`src/rtl/exe_div_seq_pkg.sv`:
```
// rtl/exe_div_seq_pkg.sv - shared state encoding, size codes and sign helper for exe_div_seq
package exe_div_seq_pkg;

  typedef enum logic [1:0] {
    S_IDLE = 2'd0,
    S_PREP = 2'd1,
    S_ITER = 2'd2,
    S_FIX  = 2'd3
  } state_t;

  localparam logic [1:0] SIZE_8  = 2'd0;
  localparam logic [1:0] SIZE_16 = 2'd1;
  localparam logic [1:0] SIZE_32 = 2'd2;

  localparam logic [5:0] N_8  = 6'd8;
  localparam logic [5:0] N_16 = 6'd16;
  localparam logic [5:0] N_32 = 6'd32;

  // Size code 3 is treated as 32-bit.
  function automatic logic [5:0] size_to_n(input logic [1:0] size);
    logic [5:0] n;
    case (size)
      SIZE_8:  n = N_8;
      SIZE_16: n = N_16;
      default: n = N_32;
    endcase
    return n;
  endfunction

  // Two's-complement negate when neg is set, truncated to the low 'bits' bits (bits may be 64).
  function automatic logic [63:0] cond_neg(input logic [63:0] v, input logic neg,
                                           input logic [6:0] bits);
    logic [63:0] mask;
    mask = (64'd1 << bits) - 64'd1;
    return (neg ? (~v + 64'd1) : v) & mask;
  endfunction

endpackage

```
`src/rtl/exe_div_seq_if.sv`:
```
// rtl/exe_div_seq_if.sv - divider request/result bundle
interface exe_div_seq_if;
  import exe_div_seq_pkg::*;

  logic        exe_reset;
  logic        div_start;
  logic        div_signed;
  logic [1:0]  div_size;
  logic [63:0] div_dividend;
  logic [31:0] div_divisor;
  logic        div_busy;
  logic        div_done;
  logic        exe_div_exception;
  logic [31:0] div_result_quotient;
  logic [31:0] div_result_remainder;

  modport master (
    output exe_reset, div_start, div_signed, div_size, div_dividend, div_divisor,
    input  div_busy, div_done, exe_div_exception, div_result_quotient, div_result_remainder
  );

  modport slave (
    input  exe_reset, div_start, div_signed, div_size, div_dividend, div_divisor,
    output div_busy, div_done, exe_div_exception, div_result_quotient, div_result_remainder
  );

endinterface

```
`src/rtl/exe_div_seq.sv`:
```
// rtl/exe_div_seq.sv - sequential restoring DIV/IDIV unit for 8/16/32-bit operands
module exe_div_seq
  import exe_div_seq_pkg::*;
#(
  parameter int STEPS_PER_CYCLE = 1
) (
  input  logic         clk,
  input  logic         rst,
  exe_div_seq_if.slave bus
);

  state_t      r_state, w_next;
  logic        r_signed;
  logic [5:0]  r_n;
  logic [63:0] r_dvd;
  logic [31:0] r_dvs;
  logic        r_q_neg, r_r_neg, r_exc_early;
  logic [31:0] r_rem, r_low, r_quo;
  logic [5:0]  r_cnt;
  logic        r_done, r_exc;
  logic [31:0] r_q_out, r_r_out;

  logic [6:0]  w_two_n;
  logic [5:0]  w_dvd_msb;
  logic [4:0]  w_dvs_msb;
  logic        w_dvd_sign, w_dvs_sign;
  logic [63:0] w_dvd_mag, w_dvs_mag64, w_hi;
  logic [31:0] w_dvs_mag, w_lo;
  logic        w_prep_exc;

  assign w_two_n    = {r_n, 1'b0};
  assign w_dvd_msb  = w_two_n[5:0] - 6'd1;
  assign w_dvs_msb  = r_n[4:0] - 5'd1;
  assign w_dvd_sign = r_signed & r_dvd[w_dvd_msb];
  assign w_dvs_sign = r_signed & r_dvs[w_dvs_msb];
  assign w_dvd_mag  = cond_neg(r_dvd, w_dvd_sign, w_two_n);
  assign w_dvs_mag64 = cond_neg({32'd0, r_dvs}, w_dvs_sign, {1'b0, r_n});
  assign w_dvs_mag  = w_dvs_mag64[31:0];
  assign w_hi       = w_dvd_mag >> r_n;
  // Low N dividend bits left-aligned so ITER always shifts out of bit 31.
  assign w_lo       = w_dvd_mag[31:0] << (6'd32 - r_n);
  assign w_prep_exc = (w_dvs_mag == 32'd0) || (w_hi >= {32'd0, w_dvs_mag});

  logic [31:0] w_it_rem, w_it_low, w_it_quo;
  logic [32:0] w_t;

  // r_dvs holds the divisor magnitude once PREP has run.
  always_comb begin
    w_it_rem = r_rem;
    w_it_low = r_low;
    w_it_quo = r_quo;
    w_t      = 33'd0;
    for (int i = 0; i < STEPS_PER_CYCLE; i++) begin
      w_t      = {w_it_rem, w_it_low[31]};
      w_it_low = w_it_low << 1;
      if (w_t >= {1'b0, r_dvs}) begin
        w_t      = w_t - {1'b0, r_dvs};
        w_it_quo = {w_it_quo[30:0], 1'b1};
      end else begin
        w_it_quo = {w_it_quo[30:0], 1'b0};
      end
      w_it_rem = w_t[31:0];
    end
  end

  logic [63:0] w_q_fix64, w_r_fix64;
  logic [32:0] w_lim;
  logic        w_fix_exc;

  assign w_q_fix64 = cond_neg({32'd0, r_quo}, r_q_neg, {1'b0, r_n});
  assign w_r_fix64 = cond_neg({32'd0, r_rem}, r_r_neg, {1'b0, r_n});
  assign w_lim     = 33'd1 << (r_n - 6'd1);
  assign w_fix_exc = r_signed && (r_q_neg ? ({1'b0, r_quo} > w_lim)
                                          : ({1'b0, r_quo} >= w_lim));

  always_comb begin
    w_next = r_state;
    case (r_state)
      S_IDLE:  if (bus.div_start) w_next = S_PREP;
      S_PREP:  w_next = w_prep_exc ? S_FIX : S_ITER;
      S_ITER:  if (r_cnt == 6'd1) w_next = S_FIX;
      S_FIX:   w_next = S_IDLE;
      default: w_next = S_IDLE;
    endcase
    if (bus.exe_reset) w_next = S_IDLE;
  end

  always_ff @(posedge clk) begin
    if (rst) begin
      r_state     <= S_IDLE;
      r_signed    <= 1'b0;
      r_n         <= 6'd0;
      r_dvd       <= 64'd0;
      r_dvs       <= 32'd0;
      r_q_neg     <= 1'b0;
      r_r_neg     <= 1'b0;
      r_exc_early <= 1'b0;
      r_rem       <= 32'd0;
      r_low       <= 32'd0;
      r_quo       <= 32'd0;
      r_cnt       <= 6'd0;
      r_done      <= 1'b0;
      r_exc       <= 1'b0;
      r_q_out     <= 32'd0;
      r_r_out     <= 32'd0;
    end else begin
      r_state <= w_next;
      r_done  <= 1'b0;
      if (!bus.exe_reset) begin
        case (r_state)
          S_IDLE: if (bus.div_start) begin
            r_signed <= bus.div_signed;
            r_n      <= size_to_n(bus.div_size);
            r_dvd    <= bus.div_dividend;
            r_dvs    <= bus.div_divisor;
          end
          S_PREP: begin
            r_dvs       <= w_dvs_mag;
            r_q_neg     <= w_dvd_sign ^ w_dvs_sign;
            r_r_neg     <= w_dvd_sign;
            r_exc_early <= w_prep_exc;
            r_rem       <= w_hi[31:0];
            r_low       <= w_lo;
            r_quo       <= 32'd0;
            r_cnt       <= (STEPS_PER_CYCLE == 2) ? {1'b0, r_n[5:1]} : r_n;
          end
          S_ITER: begin
            r_rem <= w_it_rem;
            r_low <= w_it_low;
            r_quo <= w_it_quo;
            r_cnt <= r_cnt - 6'd1;
          end
          S_FIX: begin
            r_done <= 1'b1;
            if (r_exc_early) begin
              r_q_out <= 32'd0;
              r_r_out <= 32'd0;
              r_exc   <= 1'b1;
            end else begin
              r_q_out <= w_q_fix64[31:0];
              r_r_out <= w_r_fix64[31:0];
              r_exc   <= w_fix_exc;
            end
          end
          default: ;
        endcase
      end
    end
  end

  assign bus.div_busy             = (r_state != S_IDLE) || r_done;
  assign bus.div_done             = r_done;
  assign bus.exe_div_exception    = r_exc;
  assign bus.div_result_quotient  = r_q_out;
  assign bus.div_result_remainder = r_r_out;

endmodule

```
`src/flat_wrapper.sv`:
```
// flat-port wrapper written by rule: the top's interface ports become plain ports
module exe_div_seq_flat import exe_div_seq_pkg::*;
#(
  parameter int STEPS_PER_CYCLE = 1
)
  (clk, rst, bus_exe_reset, bus_div_start, bus_div_signed, bus_div_size, bus_div_dividend, bus_div_divisor, bus_div_busy, bus_div_done, bus_exe_div_exception, bus_div_result_quotient, bus_div_result_remainder);
  exe_div_seq_if bus_i ();
  input  logic clk;
  input  logic rst;
  input wire logic [$bits(bus_i.exe_reset)-1:0] bus_exe_reset;
  input wire logic [$bits(bus_i.div_start)-1:0] bus_div_start;
  input wire logic [$bits(bus_i.div_signed)-1:0] bus_div_signed;
  input wire logic [$bits(bus_i.div_size)-1:0] bus_div_size;
  input wire logic [$bits(bus_i.div_dividend)-1:0] bus_div_dividend;
  input wire logic [$bits(bus_i.div_divisor)-1:0] bus_div_divisor;
  output wire logic [$bits(bus_i.div_busy)-1:0] bus_div_busy;
  output wire logic [$bits(bus_i.div_done)-1:0] bus_div_done;
  output wire logic [$bits(bus_i.exe_div_exception)-1:0] bus_exe_div_exception;
  output wire logic [$bits(bus_i.div_result_quotient)-1:0] bus_div_result_quotient;
  output wire logic [$bits(bus_i.div_result_remainder)-1:0] bus_div_result_remainder;
  assign bus_i.exe_reset = bus_exe_reset;
  assign bus_i.div_start = bus_div_start;
  assign bus_i.div_signed = bus_div_signed;
  assign bus_i.div_size = bus_div_size;
  assign bus_i.div_dividend = bus_div_dividend;
  assign bus_i.div_divisor = bus_div_divisor;
  assign bus_div_busy = bus_i.div_busy;
  assign bus_div_done = bus_i.div_done;
  assign bus_exe_div_exception = bus_i.exe_div_exception;
  assign bus_div_result_quotient = bus_i.div_result_quotient;
  assign bus_div_result_remainder = bus_i.div_result_remainder;
  exe_div_seq #(.STEPS_PER_CYCLE(STEPS_PER_CYCLE)) u_core (.clk(clk), .rst(rst), .bus(bus_i));
endmodule
```
`config.mk`:
```
export PLATFORM = sky130hd
export DESIGN_NAME = exe_div_seq_flat
export DESIGN_NICKNAME = d
export VERILOG_FILES = /design/src/rtl/exe_div_seq_pkg.sv /design/src/rtl/exe_div_seq_if.sv /design/src/rtl/exe_div_seq.sv /design/src/flat_wrapper.sv
export SDC_FILE = /design/constraint.sdc
export NUM_CORES = 1
export LEC_CHECK = 0
export BUFFER_PORTS_ARGS = -buffer_cell sky130_fd_sc_hd__buf_4
export CAP_MARGIN = 20
export CORE_ASPECT_RATIO = 0.9
export CORE_MARGIN = 4
export CORE_UTILIZATION = 40
export CTS_CLUSTER_DIAMETER = 50
export DETAILED_ROUTE_END_ITERATION = 6
export PLACE_DENSITY = 0.62
export SLEW_MARGIN = 15
export SYNTH_ARGS = -nofsm -noshare
export SYNTH_HDL_FRONTEND = slang
export SYNTH_SLANG_ARGS = --single-unit
```
`constraint.sdc`:
```
create_clock -name clk -period 12.5 [get_ports clk]
set_input_delay 3.75 -clock clk [delete_from_list [all_inputs] [get_ports clk]]
set_output_delay 3.75 -clock clk [all_outputs]
set_load 0.01 [all_outputs]
```
==> flow_metrics.env <==
export IMPL_syn_inst=2710
export IMPL_swShare_pct=33.9
export IMPL_cp_start_kind="flop"
export IMPL_diodes=0
export IMPL_clock_path_buffers=3
export IMPL_grt_max_degree=92
export IMPL_crit_top_cell="o21ai_0"
export IMPL_synth_top_family_by_area="compound AO/OA/AOI/OAI gates"
export IMPL_hpwlAfterDp_um=57900
export IMPL_status="finished with violations"
export IMPL_post_cts_setup_buffers=0
export IMPL_power_density_nw_per_um2=119
export IMPL_synth_area_mux_share_pct=1.89
export IMPL_cp_max_fo=39
export IMPL_cellLeakagePower_nw=8.69
export IMPL_fin_crit_ns=6.97
export IMPL_ys_warn_count=0
export IMPL_dr_pass1_iters=7
export IMPL_met3_usage_pct=4.30
export IMPL_postRouteAntennaNets=0
export IMPL_avgRoutedWirePerCell_um=22.6
export IMPL_fin_ws_ns=5.53
export IMPL_critical_path_required_ns=12.91
export IMPL_pwr_share_clk_pct=40.7
export IMPL_synthDistinctLibCells=86
export IMPL_netlist_area_sq_um=19800
export IMPL_p_comb_share_pct=24.0
export IMPL_p_sw_mw=0.913
export IMPL_startpoint="u_core.r_n[3]"
export IMPL_grt_ovfl_total=0
export IMPL_cts_buffers=37
export IMPL_worstReg2RegStart="u_core.r_n[3]"
export IMPL_max_clock_freq_ghz=0.143
export IMPL_drv_slew=0
export IMPL_rows=76
export IMPL_clk_pin_slew_worst_paths_ns=0.06
export IMPL_layout_nets=2946
export IMPL_gp_congestion=0.997
export IMPL_die_height_um=219
export IMPL_cp_arrival_ns=7.38
export IMPL_ys_seq_area_share_pct=27.7
export IMPL_slowest_stage="ha_1"
export IMPL_rsz0062_at_grt="no"
export IMPL_violations="DRC"
export IMPL_top_usage_layer="met2"
export IMPL_vias_per_cell=6.20
export IMPL_antenna_found_initial=3
export IMPL_cts_sinks=273
export IMPL_finClkSkew_ns=0.0456
export IMPL_ctsHtreeMaxLevel=2
export IMPL_yosys_area_share_adder_pct=5.49
export IMPL_crit_type="flop to flop"
export IMPL_setup_tns_ns=0
export IMPL_cts_resized=0
export IMPL_grt_pass1_wl_um=119000
export IMPL_cts_hold_buffers_added=0
export IMPL_dieArea_sq_um=53000
export IMPL_post_route_period_util_pct=55.8
export IMPL_synth_edff_count=0
export IMPL_ys_seq_elements=273
export IMPL_area_growth_pct=14.9
export IMPL_fin_util_pct=47.0
export IMPL_cts_tree="built"
export IMPL_clk_root_buffer_cell="clkbuf_16"
export IMPL_syn_area_per_cell_sq_um=7.29
export IMPL_grt_use_met1_pct=37.2
export IMPL_coreArea_sq_um=48300
export IMPL_yosys_area_share_simple_pct=25.3
export IMPL_ys_async_sr_fraction_pct=0
export IMPL_maxCapViolations=0
export IMPL_synth_xor_area_share_pct=7.27
export IMPL_p_seq_share_pct=35.3
export IMPL_hold_viol=0
export IMPL_grtUsageMet2_pct=46.1
export IMPL_worstMarginPinSlew_ns=1.07
export IMPL_crit_path_end_kind="flop"
export IMPL_synth_flop_cell="dfxtp_1"
export IMPL_ir_drop_mv=0.0813
export IMPL_portBuffers=169
export IMPL_hold_path_startpoint="u_core.r_low[0]"
export IMPL_instances_no_fill=3408
export IMPL_post_place_ws_ns=5.70
export IMPL_clkLatencyLatePin_ns=0.58
export IMPL_ios=170
export IMPL_routed_wl_um=77100
export IMPL_slew_headroom_pct=28.1
export IMPL_grt_pass1_vias=20100
export IMPL_p_int_mw=1.78
export IMPL_drtIter0Drc=2169
export IMPL_synth_compound_area_share_pct=27.0
export IMPL_die_w_um=242
export IMPL_start_util_pct=40.9
export IMPL_drive_gt1_share_pct=12.0
export IMPL_place_inst=3338
export IMPL_path_cells="inv_2 -> ha_1 -> mux2i_1 -> a2bb2oi_4 -> buf_4 -> a41oi_1 -> xnor2_1 -> o32ai_1 -> nor2_1 -> o21ai_0 -> ha_1 -> and3_1 -> a22o_1 -> o31a_1 -> a2111oi_0 -> o21ai_0 -> o21ai_0 -> and3b_1 -> o31ai_1 -> nor4b_2 -> a2111oi_1"
export IMPL_power_total_mw=2.70
export IMPL_grt_use_total_pct=28.1
export IMPL_syn_nets=2899
export IMPL_vias=21100
export IMPL_min_path_type="flop to flop"
export IMPL_drcViolationCount=1
export IMPL_setup_violations=0
export IMPL_cpPeakStageDelay_ns=0.73
## state kept, by name, summed over array words and instances (netlist names)
name,cells
u_core.r_quo,32
u_core.r_n,3
u_core.r_cnt,6
u_core.r_dvs,32
u_core.r_low,32
u_core.r_r_neg,1
u_core.bus.div_done,1
u_core.r_signed,1
u_core.r_state,2
u_core.r_rem,32
u_core.bus.exe_div_exception,1
u_core.r_dvd,64
u_core.bus.div_result_quotient,32
u_core.r_q_neg,1
u_core.r_exc_early,1
u_core.bus.div_result_remainder,32
## cell usage after synthesis, types with 29 or more instances
| master | number | share of area, % |
|---|---|---|
| xnor2_1 | 135 | 6.0 |
| o21ai_0 | 129 | 3.3 |
| ha_1 | 85 | 5.4 |
| inv_1 | 80 | 1.5 |
| nand2_1 | 342 | 6.5 |
| nor4_1 | 31 | 0.98 |
| clkbuf_1 | 169 | 3.2 |
| a211oi_1 | 47 | 1.8 |
| a31oi_1 | 52 | 1.6 |
| a21oi_1 | 242 | 6.1 |
| nor2_1 | 308 | 5.9 |
| a22oi_1 | 68 | 2.6 |
| a21o_1 | 31 | 1.2 |
| nor3_1 | 83 | 2.1 |
| nand3_1 | 94 | 2.4 |
| and3_1 | 30 | 0.95 |
| dfxtp_1 | 273 | 28 |
| xor2_1 | 29 | 1.3 |
## cells in the final DEF (no fill, tap or decap), types with 9 or more instances in the layout
master and count:
nor2b_1 19, inv_1 80, a221oi_1 20, buf_4 200, a221o_1 12, mux2i_1 17
nor4_1 30, nand3_1 94, o211ai_1 14, a41oi_1 9, and3_1 30, a22oi_1 68
xnor2_1 135, a21oi_1 242, nand2b_1 23, xor2_1 29, ha_1 84, o22ai_1 23
or4_1 20, o21ai_0 129, a2111oi_0 10, a21o_1 31, nor2_1 307, o31ai_1 27
a31oi_1 52, nand4_1 23, nor3_1 80, o41ai_1 17, dfxtp_1 270, and2_1 12
or2_2 11, mux2_2 10, or3_1 27, clkbuf_16 37, o32ai_1 12, nand2_1 342
a211oi_1 47
## cell type report
class | instances | area [sq um]
clock buffer | 44 | 982
sequential | 273 | 5470
tap | 624 | 781
inverter | 84 | 315
timing repair buffer | 204 | 1560
fill | 4876 | 25600
clock inverter | 22 | 278
multi-input combinational | 2157 | 13300
## worst max-delay path, delay by kind of cell (launching register included)
kind            cells  cell delay [ns]
compound gates     11             2.73
fa+ha+maj           2             1.09
xor+xnor            1             0.25
simple gates        4             0.80
buf+inv             2             0.86
mux                 1             0.49
flops               1             0.59
## stage by stage
stage               hold WS (ns)  cell area, sq um
floorplan                  0.432             19800
global placement           0.443             21400
detailed placement         0.464             21400
CTS                        0.472             22600
global route               0.486             22700
finish                     0.470             22700
## worst paths after layout
kind	endpoint	slack (ns)	cells past startpoint
worst max-delay path	u_core.r_state[0]	5.53	21
worst min-delay path	u_core.r_low[0]	0.47	2
worst max register to register	u_core.r_state[0]	5.53	21
worst min register to register	u_core.r_low[0]	0.47	2
## kinds of logic (layout without fill, tap and decap cells)
group	Yosys count	in the layout
adder cells (fa/ha/maj)	86	86
buffers and inverters	280	354
XOR/XNOR	164	164
multiplexers	31	31
AO/OA/AOI/OAI	811	811
flip-flops	273	273
AND/OR/NAND/NOR	1065	1065
## per-layer routing
metal,up-vias,share of wire [%]
met5,-,0.053
met4,6,4.3
met3,180,7.2
met2,941,46
met1,10100,43
li1,9964,-
## power groups by stage
stage | clock, mW | combinational, mW | sequential (mW)
after floorplan | 0 | 0.451 | 0.944
after global placement | 0 | 0.622 | 0.968
after detailed placement | 0 | 0.627 | 0.969
after CTS | 1.12 | 0.632 | 0.950
after global routing | 1.15 | 0.705 | 0.955
final | 1.10 | 0.647 | 0.952
Power figures use the tool's default switching activity.
